===== src/rtl/uart_pkg.sv =====
// Shared constants, state type and helpers for the UART transmit path.
// Holds frame length, divisor lookup (100 MHz clock) and parity helper.
package uart_pkg;

    localparam int DIV_W      = 19;
    localparam int FRAME_BITS = 11;

    typedef enum logic {
        IDLE,
        SHIFT
    } state_t;

    // Bit-time divisor for a 100 MHz clock; indices 12..15 reuse 109.
    function automatic logic [DIV_W-1:0] baud_div(input logic [3:0] sel);
        logic [DIV_W-1:0] d;
        case (sel)
            4'd0:    d = DIV_W'(333333);
            4'd1:    d = DIV_W'(83333);
            4'd2:    d = DIV_W'(41667);
            4'd3:    d = DIV_W'(20833);
            4'd4:    d = DIV_W'(10417);
            4'd5:    d = DIV_W'(5208);
            4'd6:    d = DIV_W'(2604);
            4'd7:    d = DIV_W'(1736);
            4'd8:    d = DIV_W'(868);
            4'd9:    d = DIV_W'(434);
            4'd10:   d = DIV_W'(217);
            default: d = DIV_W'(109);
        endcase
        return d;
    endfunction

    // Parity over the data bits actually sent (bit7 excluded in 7-bit mode).
    function automatic logic parity(
        input logic [7:0] data,
        input logic       eight,
        input logic       ohel
    );
        logic [7:0] used;
        used = eight ? data : {1'b0, data[6:0]};
        return ohel ? ~^used : ^used;
    endfunction

endpackage


===== src/rtl/uart_baud_gen.sv =====
// Bit-time counter: pulses btu for one cycle every div clocks while run=1.
// Ports: clk, reset (async, high), run, div -> btu.
module uart_baud_gen #(
    parameter int DIV_W = 19
) (
    input  logic             clk,
    input  logic             reset,
    input  logic             run,
    input  logic [DIV_W-1:0] div,
    output logic             btu
);

    logic [DIV_W-1:0] cnt_q, cnt_d;

    assign btu = run && (cnt_q == div - DIV_W'(1));

    // Held at zero while stopped so every run starts a full bit time.
    always_comb begin
        cnt_d = cnt_q;
        if (!run) begin
            cnt_d = '0;
        end else if (btu) begin
            cnt_d = '0;
        end else begin
            cnt_d = cnt_q + DIV_W'(1);
        end
    end

    always_ff @(posedge clk or posedge reset) begin
        if (reset) begin
            cnt_q <= '0;
        end else begin
            cnt_q <= cnt_d;
        end
    end

endmodule


===== src/rtl/uart_tx_ctrl.sv =====
// UART transmit sequencer: accepts a byte on load/txrdy, shifts an 11-bit frame out on tx.
// Ports: clk, reset, load, data_in, baud_sel, eight, pen, ohel [, brk] -> tx, txrdy, busy.
// Optional: define UART_TX_BREAK_EN to add the brk input (break holds tx low while idle).
module uart_tx_ctrl
    import uart_pkg::*;
(
    input  logic       clk,
    input  logic       reset,
    input  logic       load,
    input  logic [7:0] data_in,
    input  logic [3:0] baud_sel,
    input  logic       eight,
    input  logic       pen,
    input  logic       ohel,
`ifdef UART_TX_BREAK_EN
    input  logic       brk,
`endif
    output logic       tx,
    output logic       txrdy,
    output logic       busy
);

    state_t      state_q, state_d;
    logic [3:0]  baud_q, baud_d;
    logic [10:0] sreg_q, sreg_d;
    logic [3:0]  bitcnt_q, bitcnt_d;
    logic        tx_q, tx_d;
    logic        txrdy_q, txrdy_d;
    logic        busy_q, busy_d;
    logic        btu;
    logic        brk_w;
    logic        d7;
    logic        par;

`ifdef UART_TX_BREAK_EN
    assign brk_w = brk;
`else
    assign brk_w = 1'b0;
`endif

    assign tx    = tx_q;
    assign txrdy = txrdy_q;
    assign busy  = busy_q;

    // eight/pen/ohel only shape the frame image built at accept time,
    // so the shift register itself is their latched copy.
    assign d7  = eight ? data_in[7] : 1'b1;
    assign par = pen ? parity(data_in, eight, ohel) : 1'b1;

    uart_baud_gen #(
        .DIV_W(DIV_W)
    ) u_baud (
        .clk  (clk),
        .reset(reset),
        .run  (state_q == SHIFT),
        .div  (baud_div(baud_q)),
        .btu  (btu)
    );

    always_comb begin
        state_d  = state_q;
        baud_d   = baud_q;
        sreg_d   = sreg_q;
        bitcnt_d = bitcnt_q;
        tx_d     = tx_q;
        txrdy_d  = txrdy_q;
        busy_d   = busy_q;
        unique case (state_q)
            IDLE: begin
                if (brk_w) begin
                    tx_d    = 1'b0;
                    txrdy_d = 1'b0;
                    busy_d  = 1'b1;
                end else if (load && txrdy_q) begin
                    state_d  = SHIFT;
                    baud_d   = baud_sel;
                    sreg_d   = {1'b1, par, d7, data_in[6:0], 1'b0};
                    bitcnt_d = '0;
                    tx_d     = 1'b0;
                    txrdy_d  = 1'b0;
                    busy_d   = 1'b1;
                end else begin
                    tx_d    = 1'b1;
                    txrdy_d = 1'b1;
                    busy_d  = 1'b0;
                end
            end
            SHIFT: begin
                if (btu) begin
                    sreg_d   = {1'b1, sreg_q[10:1]};
                    tx_d     = sreg_q[1];
                    bitcnt_d = bitcnt_q + 4'd1;
                    if (bitcnt_q == 4'(FRAME_BITS - 1)) begin
                        state_d  = IDLE;
                        bitcnt_d = '0;
                        tx_d     = 1'b1;
                        txrdy_d  = 1'b1;
                        busy_d   = 1'b0;
                    end
                end
            end
        endcase
    end

    always_ff @(posedge clk or posedge reset) begin
        if (reset) begin
            state_q  <= IDLE;
            baud_q   <= '0;
            sreg_q   <= '1;
            bitcnt_q <= '0;
            tx_q     <= 1'b1;
            txrdy_q  <= 1'b1;
            busy_q   <= 1'b0;
        end else begin
            state_q  <= state_d;
            baud_q   <= baud_d;
            sreg_q   <= sreg_d;
            bitcnt_q <= bitcnt_d;
            tx_q     <= tx_d;
            txrdy_q  <= txrdy_d;
            busy_q   <= busy_d;
        end
    end

endmodule


===== config.mk =====
export PLATFORM = sky130hd
export DESIGN_NAME = uart_tx_ctrl
export DESIGN_NICKNAME = d
export VERILOG_FILES = /design/src/rtl/uart_pkg.sv /design/src/rtl/uart_baud_gen.sv /design/src/rtl/uart_tx_ctrl.sv
export SDC_FILE = /design/constraint.sdc
export NUM_CORES = 1
export LEC_CHECK = 0
export BUFFER_PORTS_ARGS = -buffer_cell sky130_fd_sc_hd__buf_4
export CAP_MARGIN = 25
export CORE_UTILIZATION = 48
export DETAILED_ROUTE_END_ITERATION = 8
export PLACE_DENSITY = 0.66
export SYNTH_ARGS = -nofsm -noshare
export SYNTH_HDL_FRONTEND = slang
export SYNTH_HIERARCHICAL = 1
export SYNTH_SLANG_ARGS = --single-unit

===== constraint.sdc =====
create_clock -name clk -period 10.5 [get_ports clk]
set_clock_uncertainty 0.1 [all_clocks]
set_input_delay 2.625 -clock clk [delete_from_list [all_inputs] [get_ports clk]]
set_output_delay 2.625 -clock clk [all_outputs]
set_load 0.02 [all_outputs]

* Word-level counts from Yosys, hierarchy flattened
Memories as Yosys holds them, arrays and structs flattened.
Cells that the tools add are included.
** Cells by class
- $add $sub $neg :: 3
- Equality and inequality tests :: 5
- Multiplexer cells :: 27
- Bitwise operators :: 1
- Reductions and logical operators :: 7
** Operators by type and width (count)
- two-way mux 19 bit :: 2
- two-way mux 11 bit :: 2
- case mux 11 bit (2 select lines) :: 1
- adder 19 x 1 -> 19 bit (second input constant) :: 1
- == test 19 bit :: 1
- subtractor 19 x 1 -> 19 bit (second input constant) :: 1
- two-way mux 1 bit :: 13
- two-way mux 4 bit :: 3
- two-way mux 8 bit :: 1
- case mux 1 bit (2 select lines) :: 4
- case mux 4 bit (2 select lines) :: 1
- XNOR reduction 8 bit :: 1
- XOR reduction 8 bit :: 1
- AND reduction 2 bit :: 3
- adder 4 x 1 -> 4 bit (second input constant) :: 1
- == test 4 bit (second input constant) :: 1
- != test 2 x 1 -> 1 bit (second input constant) :: 2
- logical AND 1 bit :: 2
- != test 2 bit (second input constant) :: 1
- NOT 1 bit :: 1
** Storage, ports and cells
- Bits in registers :: 42
- ROM bits :: 288
- Input port bits :: 18
- Output and inout port bits :: 3
- Logic and storage cells :: 52
- Memories kept :: 1
** Memories
- (no name shown) :: depth 16, width 18, rd ports 1, clocked after Yosys merged registers in 0, wr ports 0, line uart_pkg.sv:16 : case (sel)

* Depth between registers and ports, before layout
Gate-level depths: netlist of run 1.
- Depth in word-level cells :: 6
- Depth in mapped cells :: 18
- Depth with buffers taken out :: 17

* Modules after synthesis
Netlist of run 1, hierarchy kept.
** By module, submodules not included
- uart_baud_gen :: instances 1, cells an instance 199, area each 1672.9 sq um, seq. area each 475.5 sq um
- uart_tx_ctrl :: instances 1, cells an instance 150, area each 1322.5 sq um, seq. area each 539.3 sq um

* Least setup slack after synthesis of run 1
No wires, ideal clock.
- Path type :: reg2reg
- Start :: reg baud_q[1]
- End :: reg bitcnt_q[2]
- Library setup time :: 0.118 ns
- Data arrival time :: 3.474 ns
- Required time :: 10.282 ns
- Slack :: 6.807 ns
- Cell stages (with the launch flop) :: 18
- Path buffers :: 2
- Period minus slack after synthesis :: 3.693 ns
- Cells stage by stage :: dfrtp_1 > inv_1 > ha_1 > mux2i_1 > o22a_1 > buf_6 > nor4_4 > and3_1 > buf_6 > a21oi_1 > nor3_1 > and3_1 > o2111ai_1 > nor3b_1 > nand2_1 > nand2_2 > o21ai_0 > a21o_1
** On the way
- Cells in the longest elaborated chain, start to end :: 6
** Ends and longest elaborated chain
- from (decl) :: line uart_tx_ctrl.sv:24 : logic [3:0] baud_q, baud_d;
- from (signal assigned) :: line uart_tx_ctrl.sv:116 : baud_q <= baud_d;
- memory (16 x 18 bit)
- subtractor 19 x 1 -> 19 bit :: line uart_baud_gen.sv:15 : assign btu = run && (cnt_q == div - DIV_W'(1));
- == test 19 bit :: line uart_baud_gen.sv:15
- logical AND 1 bit :: line uart_baud_gen.sv:15
- net btu :: line uart_tx_ctrl.sv:30 : logic btu;
- != test 2 x 1 -> 1 bit (no source line)
- AND reduction 2 bit (no source line)
- to (signal assigned) :: line uart_tx_ctrl.sv:118 : bitcnt_q <= bitcnt_d;
- to (decl) :: line uart_tx_ctrl.sv:26 : logic [3:0] bitcnt_q, bitcnt_d;
The timed path passes the listed nets, and every way through them passes these cells.
A chain may end at the register's enable or synchronous reset.

* Worst setup path after layout of run 1
Ends and elaborated chain as after synthesis.

==> impl_results.md, run 1 <==
- CTS max path bufs: 2
- Final setup margin: 5.94 ns
- Largest family of logic cells by synthesized area: simple AND/OR/NAND/NOR gates
- Synthesis Warnings: 6
- Clk root buf: clkbuf_8
- Routability cong.: 0.877
- Diodes inserted: 0
- HPWL Detailed: 4.73 mm
- Final setup violation count: 0
- Worst skew pair latency: 0.30 ns
- Hold_buf cts: 0
- Hold Crit Class: flop to flop
- FF+latch count, synth: 40
- Multiplexer area fraction after synthesis: 3.68%
- Final wirelength: 6.32 mm
- Outcome: completed
- Fin crit share: 43.4%
- CP Data Required Time: 10.59 ns
- Setup TNS: 0 ns
- Post-Synth Simple-Gate Area: 25.7%
- Core Rows: 28
- Critical Path AT: 4.65 ns
- Filler cells: 549
- Final min period: 4.56 ns
- Final #Nets: 388
- Clk sink count: 40
- Cells after synthesis: 349
- Max-cap viol count: 0
- Crit-path max FO: 19
- Adder-cell share of the synthesized area: 3.76%
- Total CTS buffers: 5
- Ys flop type: dfrtp_1
- Sequential cell area fraction in the yosys report: 33.9%
- Slew HR: 45.1%
- Mapped cell area: 0.00300 mm2
- Wire per inst: 14.5 um
- Congestion Overflow GR: 0
- Die X: 81.0 um
- Die Ht: 81.0 um
- Synth area leader: dfrtp_1
- Xor/xnor share of the synthesized area: 14.5%
- Maximum VDD drop: 157 uV
- Lkg Pwr: 0.00145 uW
- Core area: 0.00596 mm2
- # placed instances: 429
- ANT nets after route: 0
- Area contributors post-synth: dfrtp_1, dfstp_2, nor2_1
- Gr usage total: 21.3%
- Reg clk slew, reported paths: 0.08 ns
- Slew @ Worst Pin: 0.823 ns
- Final Instance Area: 0.00325 mm2
- Layout overhead on the synthesized area: 8.40%
- Worst hold slack: 0.395 ns
- Post-CTS setup buffers: 0
- Setup Crit Path Kind: flop to flop
- Port Buffer Count: 20
- Detailed Routing Iterations Pass 1: 4
- Post-synthesis average cell area: 8.58 um2
- Vias in the first global route: 2,306
- Setup crit end kind: flop
- Pwr per Cell Area: 277 mW/mm2
- DP Area: 0.00316 mm2
- Initial antenna violation count: 0
- Largest net degree at the start of global routing: 22
- Post-synth cell types: 52
- Dpl ws: 6.01 ns
- Startpoint Class: flop
- Cell Count, Final, Fillers Out: 437
- Initial core utilization: 50.3%
- RSZ-0062 raised after global routing: no
- Final Hold Viols: 0
- FMAX: 220 MHz
- CTS tree: yes
- Fraction of layout cells with a size suffix above 1: 12.4%
- DR vias: 2,429
- Async set-reset flop share out of synthesis: 100%
- First-pass GRT wire length: 10.8 mm
- Vias per cell: 5.56
- Post_cts resized: 0
- DRC: 0
- Number of enable flip-flop cells after synthesis: 0
- Synth top area share: 24.2%
- Die footprint: 0.00656 mm2
- # H-tree levels: 2
- Max-slew violation count: 0
- Initial DRC Count: 131
- Ports: 21
- Compound-cell area share of the yosys netlist: 13.2%
## synth_stat cells (all sizes together), types with 2 or more instances
| cell | instances |
|---|---|
| ha | 9 |
| a221oi | 2 |
| nand3 | 12 |
| nor3b | 5 |
| a21o | 2 |
| dfstp | 11 |
| and4 | 2 |
| dfrtp | 29 |
| mux2i | 11 |
| o21ai | 13 |
| a31oi | 3 |
| and2 | 2 |
| and3 | 5 |
| o2111ai | 2 |
| xor2 | 24 |
| nor2b | 2 |
| a21oi | 21 |
| o22ai | 4 |
| nand2 | 28 |
| nand2b | 4 |
| clkbuf | 7 |
| inv | 15 |
| a21boi | 2 |
| nor3 | 8 |
| nor4 | 5 |
| nand3b | 6 |
| nor2 | 58 |
| nand4 | 7 |
| xnor2 | 23 |
| buf | 10 |
## critical path, cell delays in order (launching register included)
cell       delay (ns)
dfrtp_1          0.51
inv_1            0.14
ha_1             0.26
nor2b_1          0.17
a21oi_1          0.14
o22ai_1          0.21
nor3_1           0.52
and3_1           0.40
a21oi_1          0.14
nor3_1           0.21
and3_1           0.18
o2111ai_1        0.11
nor3b_1          0.48
nand2_1          0.21
nand2_2          0.33
o21ai_0          0.15
a21o_1           0.19
## report_power, final
part | internal (uW) | total, uW | switching (uW)
Sequential | 209 | 270 | 60.9
Combinational | 210 | 523 | 313
Clock | 53.6 | 107 | 53.3
## stage by stage
stage	utilization [%]	power, uW
global placement	52.8	781
detailed placement	53.0	785
CTS	54.5	898
finish	54.5	899
floorplan	-	693
global route	54.5	979
## cell families after synthesis
group	count (synthesis)
simple gates	150
compound gates	58
flops	40
other cells	1
buf+inv	32
xor+xnor	48
fa+ha+maj	9
mux	11
## sequential cells by signal (all words and copies together) (netlist names)
register,cells
state_q,1
u_baud/cnt_q,19
bitcnt_q,4
sreg_q,9
baud_q,4
txrdy,1
busy,1
tx,1
## routing by layer
layer	vias to the layer above	routed length, um	global-route usage, %
met5	-	0	0
met4	0	100	8.04
met3	11	221	3.82
met2	43	2890	33.9
met1	1153	3100	28.7
li1	1222	-	-
## path summary, 6_finish.rpt
check	to	slack [ns]	startpoint	depth (start not counted)
setup / recovery	bitcnt_q[2]$_DFFE_PP0P_	5.94	baud_q[1]$_DFFE_PP0P_	16
max in group asynchronous	bitcnt_q[2]$_DFFE_PP0P_	7.39	reset	2
hold / removal	tx$_DFFE_PP1P_	0.40	tx$_DFFE_PP1P_	2
min in group asynchronous	u_baud/cnt_q[0]$_DFF_PP0_	2.36	reset	2
hold reg to reg	tx$_DFFE_PP1P_	0.40	tx$_DFFE_PP1P_	2
setup reg to reg	bitcnt_q[2]$_DFFE_PP0P_	5.94	baud_q[1]$_DFFE_PP0P_	16
## layout make-up
| class | instances | area, um2 | share of cell area (%) |
|---|---|---|---|
| Tap cell | 75 | 93.8 | 2.89 |
| Sequential cell | 40 | 1010 | 31.3 |
| Multi-Input combinational cell | 278 | 1830 | 56.4 |
| Inverter | 15 | 56.3 | 1.73 |
| Timing Repair Buffer | 21 | 161 | 4.97 |
| Clock buffer | 8 | 90.1 | 2.77 |
## layout by cell type (no fill, tap or decap), types with 12 or more instances in the layout
cell	Yosys	layout
nand3_1	12	12
dfrtp_1	29	29
buf_4	1	20
xor2_1	24	24
nand2_1	27	27
inv_1	15	15
xnor2_1	23	23
nor2_1	58	58
o21ai_0	13	13
a21oi_1	21	21
Power figures use the tool's default switching activity.
==> inputs of run 2 (changes only) <==
--- a/config.mk
+++ b/config.mk
@@ -5,6 +5,7 @@
 export SDC_FILE = /design/constraint.sdc
 export NUM_CORES = 1
 export LEC_CHECK = 0
+export ABC_AREA = 1
 export BUFFER_PORTS_ARGS = -buffer_cell sky130_fd_sc_hd__buf_4
 export CAP_MARGIN = 25
 export CORE_UTILIZATION = 48
==> constraint.sdc (replaced) <==
create_clock -name clk -period 4.32 [get_ports clk]
set_clock_uncertainty 0.1 [all_clocks]
set_input_delay 1.08 -clock clk [delete_from_list [all_inputs] [get_ports clk]]
set_output_delay 1.08 -clock clk [all_outputs]
set_load 0.02 [all_outputs]
==> impl_results.md, run 2 <==
- Layer with the highest usage: met2
- Ports: 21 (unchanged)
- Sequential cell area fraction in the yosys report: 31.7% (-2.2 points)
- Sw Share: 23.5% (-24 points)
- Routability cong.: 0.902 (+2.7%)
- Hold Crit Class: flop to flop
- Maximum VDD drop: 110 uV (-30%)
- Vias in the first global route: 2,756 (+20%)
- Clock power frac: 39.2% (+27 points)
- Setup TNS: 0 ns (unchanged)
- Worst skew pair latency: 0.29 ns (about the same)
- Die X: 83.7 um (+3.3%)
- RSZ-0062 raised after global routing: no
- Synth top area share: 22.6% (-1.6 points)
- Pint: 522 uW (+11%)
- Final Hold Viols: 0 (unchanged)
- Max-slew violation count: 0 (unchanged)
- Final #Nets: 523 (+35%)
- Most common cell in the synthesized netlist: nand2_1
- Largest regs: u_baud/cnt_q: 19 flops, sreg_q: 9 flops
- Post-synth cell types: 45 (-13%)
- Clk root buf: clkbuf_8
- Diodes inserted: 0 (unchanged)
- Met2 GRT Util: 33.0% (-0.90 points)
- Final wirelength: 6.97 mm (+10%)
- HP Start: sreg_q[5]$_DFFE_PP1P_
- Fraction of layout cells with a size suffix above 1: 12.9% (+0.45 points)
- # H-tree levels: 2 (unchanged)
- CTS tree: yes
- DR vias: 2,871 (+18%)
- Initial DRC Count: 184 (+40%)
- Reg2reg end: bitcnt_q[1]$_DFFE_PP0P_
- FF-to-FF path depth: 20 (+4)
- Synth cell count leaders: nand2_1, nor2_1, inv_1
- Port Buffer Count: 20 (unchanged)
- Largest net degree at the start of global routing: 22 (unchanged)
- Crit-path max FO: 19 (unchanged)
- Total CTS buffers: 5 (unchanged)
- Final min period: 3.47 ns (-1.09 ns)
- Cell Count, Final, Fillers Out: 574 (+31%)
- Async set-reset flop share out of synthesis: 100% (unchanged)
- Area contributors post-synth: dfrtp_1, nand2_1, dfstp_2
- # placed instances: 566 (+32%)
- HPWL Detailed: 5.45 mm (+15%)
- DP Area: 0.00341 mm2 (+8.2%)
- Die footprint: 0.00701 mm2 (+6.8%)
- Setup Crit Path Kind: flop to flop
- Reg2reg setup slack: 0.85 ns (-5.09 ns)
- Post_cts resized: 0 (unchanged)
- Most common cell after layout, fill and taps aside: nand2_1
- Post-synthesis average cell area: 6.79 um2 (-21%)
- FF+latch count, synth: 40 (unchanged)
- CTS max path bufs: 2 (unchanged)
- Cells after synthesis: 472 (+35%)
- Vias per cell: 5.00 (-10%)
- FMAX: 288 MHz (+31%)
- Setup crit end kind: flop
- Startpoint Class: flop
- Detailed Routing Iterations Pass 1: 4 (unchanged)
- Post-CTS setup buffers: 0 (unchanged)
- Initial antenna violation count: 0 (unchanged)
- Outcome: completed
- DRC: 0 (unchanged)
- Initial core utilization: 50.2% (-0.12 points)
- Lkg Pwr: 0.00177 uW (+23%)
- Mapped cell area: 0.00320 mm2 (+7.0%)
- ANT nets after route: 0 (unchanged)
- Sequential Power Share: 54.9% (+25 points)
- Fin crit share: 80.3% (+37 points)
- Met1 Use GR: 32.3% (+3.7 points)
- NetSw: 160 uW (-63%)
- Max-cap viol count: 0 (unchanged)
- CP Data Required Time: 4.40 ns (-6.19 ns)
- Ys flop type: dfrtp_1
- Slew @ Worst Pin: 0.853 ns (+0.0296 ns)
- Slew HR: 42.5% (-2.5 points)
- Final Instance Area: 0.00351 mm2 (+8.1%)
- Clk sink count: 40 (unchanged)
- Largest Register: u_baud/cnt_q
- Congestion Overflow GR: 0 (unchanged)
- Core area: 0.00639 mm2 (+7.2%)
- Core Rows: 29 (+3.6%)
- First-pass GRT wire length: 12.5 mm (+16%)
- Pwr per Cell Area: 194 mW/mm2 (-30%)
- Grt met3 use: 3.46% (-0.36 points)
- Final setup violation count: 0 (unchanged)
- Gr usage total: 21.8% (+0.55 points)
- Synthesis Warnings: 6 (unchanged)
- Die Ht: 83.7 um (+3.3%)
- Worst Hold End: sreg_q[5]$_DFFE_PP1P_
- Worst hold path depth: 2 (unchanged)
- Combinational Power Share: 5.9% (-52 points)
- Most frequent cells in the layout: nand2_1, nor2_1, inv_1
- Reg clk slew, reported paths: 0.08 ns (about the same)
- Layout overhead on the synthesized area: 9.57%
- Synth area leader: dfrtp_1
- Wire per inst: 12.1 um (-16%)
- Number of enable flip-flop cells after synthesis: 0 (unchanged)
- Critical Path AT: 3.55 ns (-1.10 ns)
- Number of flip-flops in the largest register: 19 (unchanged)
- Hold_buf cts: 0 (unchanged)
- RR Startpoint: baud_q[1]$_DFFE_PP0P_
[run 2: cell count changes after synthesis, sizes merged, moves of 6 or more]
cell / delta
xnor2: -12
nand3: +13
a21oi: -15
clkbuf: -7
inv: +56
nand2: +110
nor2: +24
o21ai: +10
o211ai: +6
mux2i: -11
[run 2: layout make-up]
cell class	instances	area, um2
Clock buffer	6	82.6
Sequential cell	40	1010
Inverter	71	272
Timing Repair Buffer	22	165
Fill cell	645	2880
Clock inverter	2	13.8
Tap cell	77	96.3
Multi-Input combinational cell	356	1870
[run 2: routing by layer]
metal | up-vias | routed length [um]
li1 | 1527 | -
met1 | 1288 | 3650
met2 | 50 | 2940
met3 | 6 | 304
met4 | 0 | 69
met5 | - | 0
[run 2: kinds of logic after synthesis]
kind of cell	after synthesis	share of synthesized area [%]
AND/OR/NAND/NOR	261	35.5
buffers and inverters	77	10.2
other	1	0.117
AO/OA/AOI/OAI	54	10.8
adder cells (fa/ha/maj)	9	3.51
XOR/XNOR	30	8.20
flip-flops	40	31.7
[run 2: worst max-delay path, stage by stage, from the launching register on]
cell and delay (ns):
dfrtp_1 0.48, inv_1 0.14, ha_1 0.35, o21ai_0 0.70, nor2_2 0.08, nand2_1 0.15
nor2_4 0.07, nand2_2 0.07, nand2_1 0.05, nand2_1 0.08, nand2_1 0.05, inv_1 0.05
nand2_1 0.05, nor2_1 0.12, nand3_2 0.12, inv_1 0.13, nand2_1 0.10, nand2_4 0.22
inv_1 0.10, nand2_1 0.07, o21ai_0 0.08
[run 2: per-stage QoR]
stage | power [uW] | setup WS (ns) | util, % | hold slack [ns]
global placement | 421 | 0.917 | 53.5 | 0.372
floorplan | 402 | 1.42 | - | 0.352
global route | 716 | 0.508 | 55.0 | 0.421
CTS | 694 | 0.878 | 55.0 | 0.389
finish | 682 | 0.852 | 55.0 | 0.386
detailed placement | 422 | 0.887 | 53.5 | 0.376
[run 2: worst max path at each step]
| stage | startpoint | end | slack (ns) | depth (start not counted) |
|---|---|---|---|---|
| 2_1_floorplan | baud_q[1]$_DFFE_PP0P_ | bitcnt_q[2]$_DFFE_PP0P_ | 1.42 | 19 |
| 3_3_place_gp | baud_q[1]$_DFFE_PP0P_ | bitcnt_q[0]$_DFFE_PP0P_ | 0.92 | 20 |
| 3_5_place_dp | baud_q[1]$_DFFE_PP0P_ | bitcnt_q[1]$_DFFE_PP0P_ | 0.89 | 20 |
| 4_1_cts | baud_q[1]$_DFFE_PP0P_ | bitcnt_q[1]$_DFFE_PP0P_ | 0.88 | 20 |
| 5_1_grt | baud_q[1]$_DFFE_PP0P_ | bitcnt_q[1]$_DFFE_PP0P_ | 0.51 | 20 |
| 6_report | baud_q[1]$_DFFE_PP0P_ | bitcnt_q[1]$_DFFE_PP0P_ | 0.85 | 20 |
[run 2: power by group through the flow]
stage	Sequential, uW	Combinational (uW)	Clock, uW
final	375	40.1	267
after global routing	375	46.4	295
after CTS	375	40.9	278
after detailed placement	382	40.8	0
after global placement	382	39.6	0
after floorplan	382	20.7	0
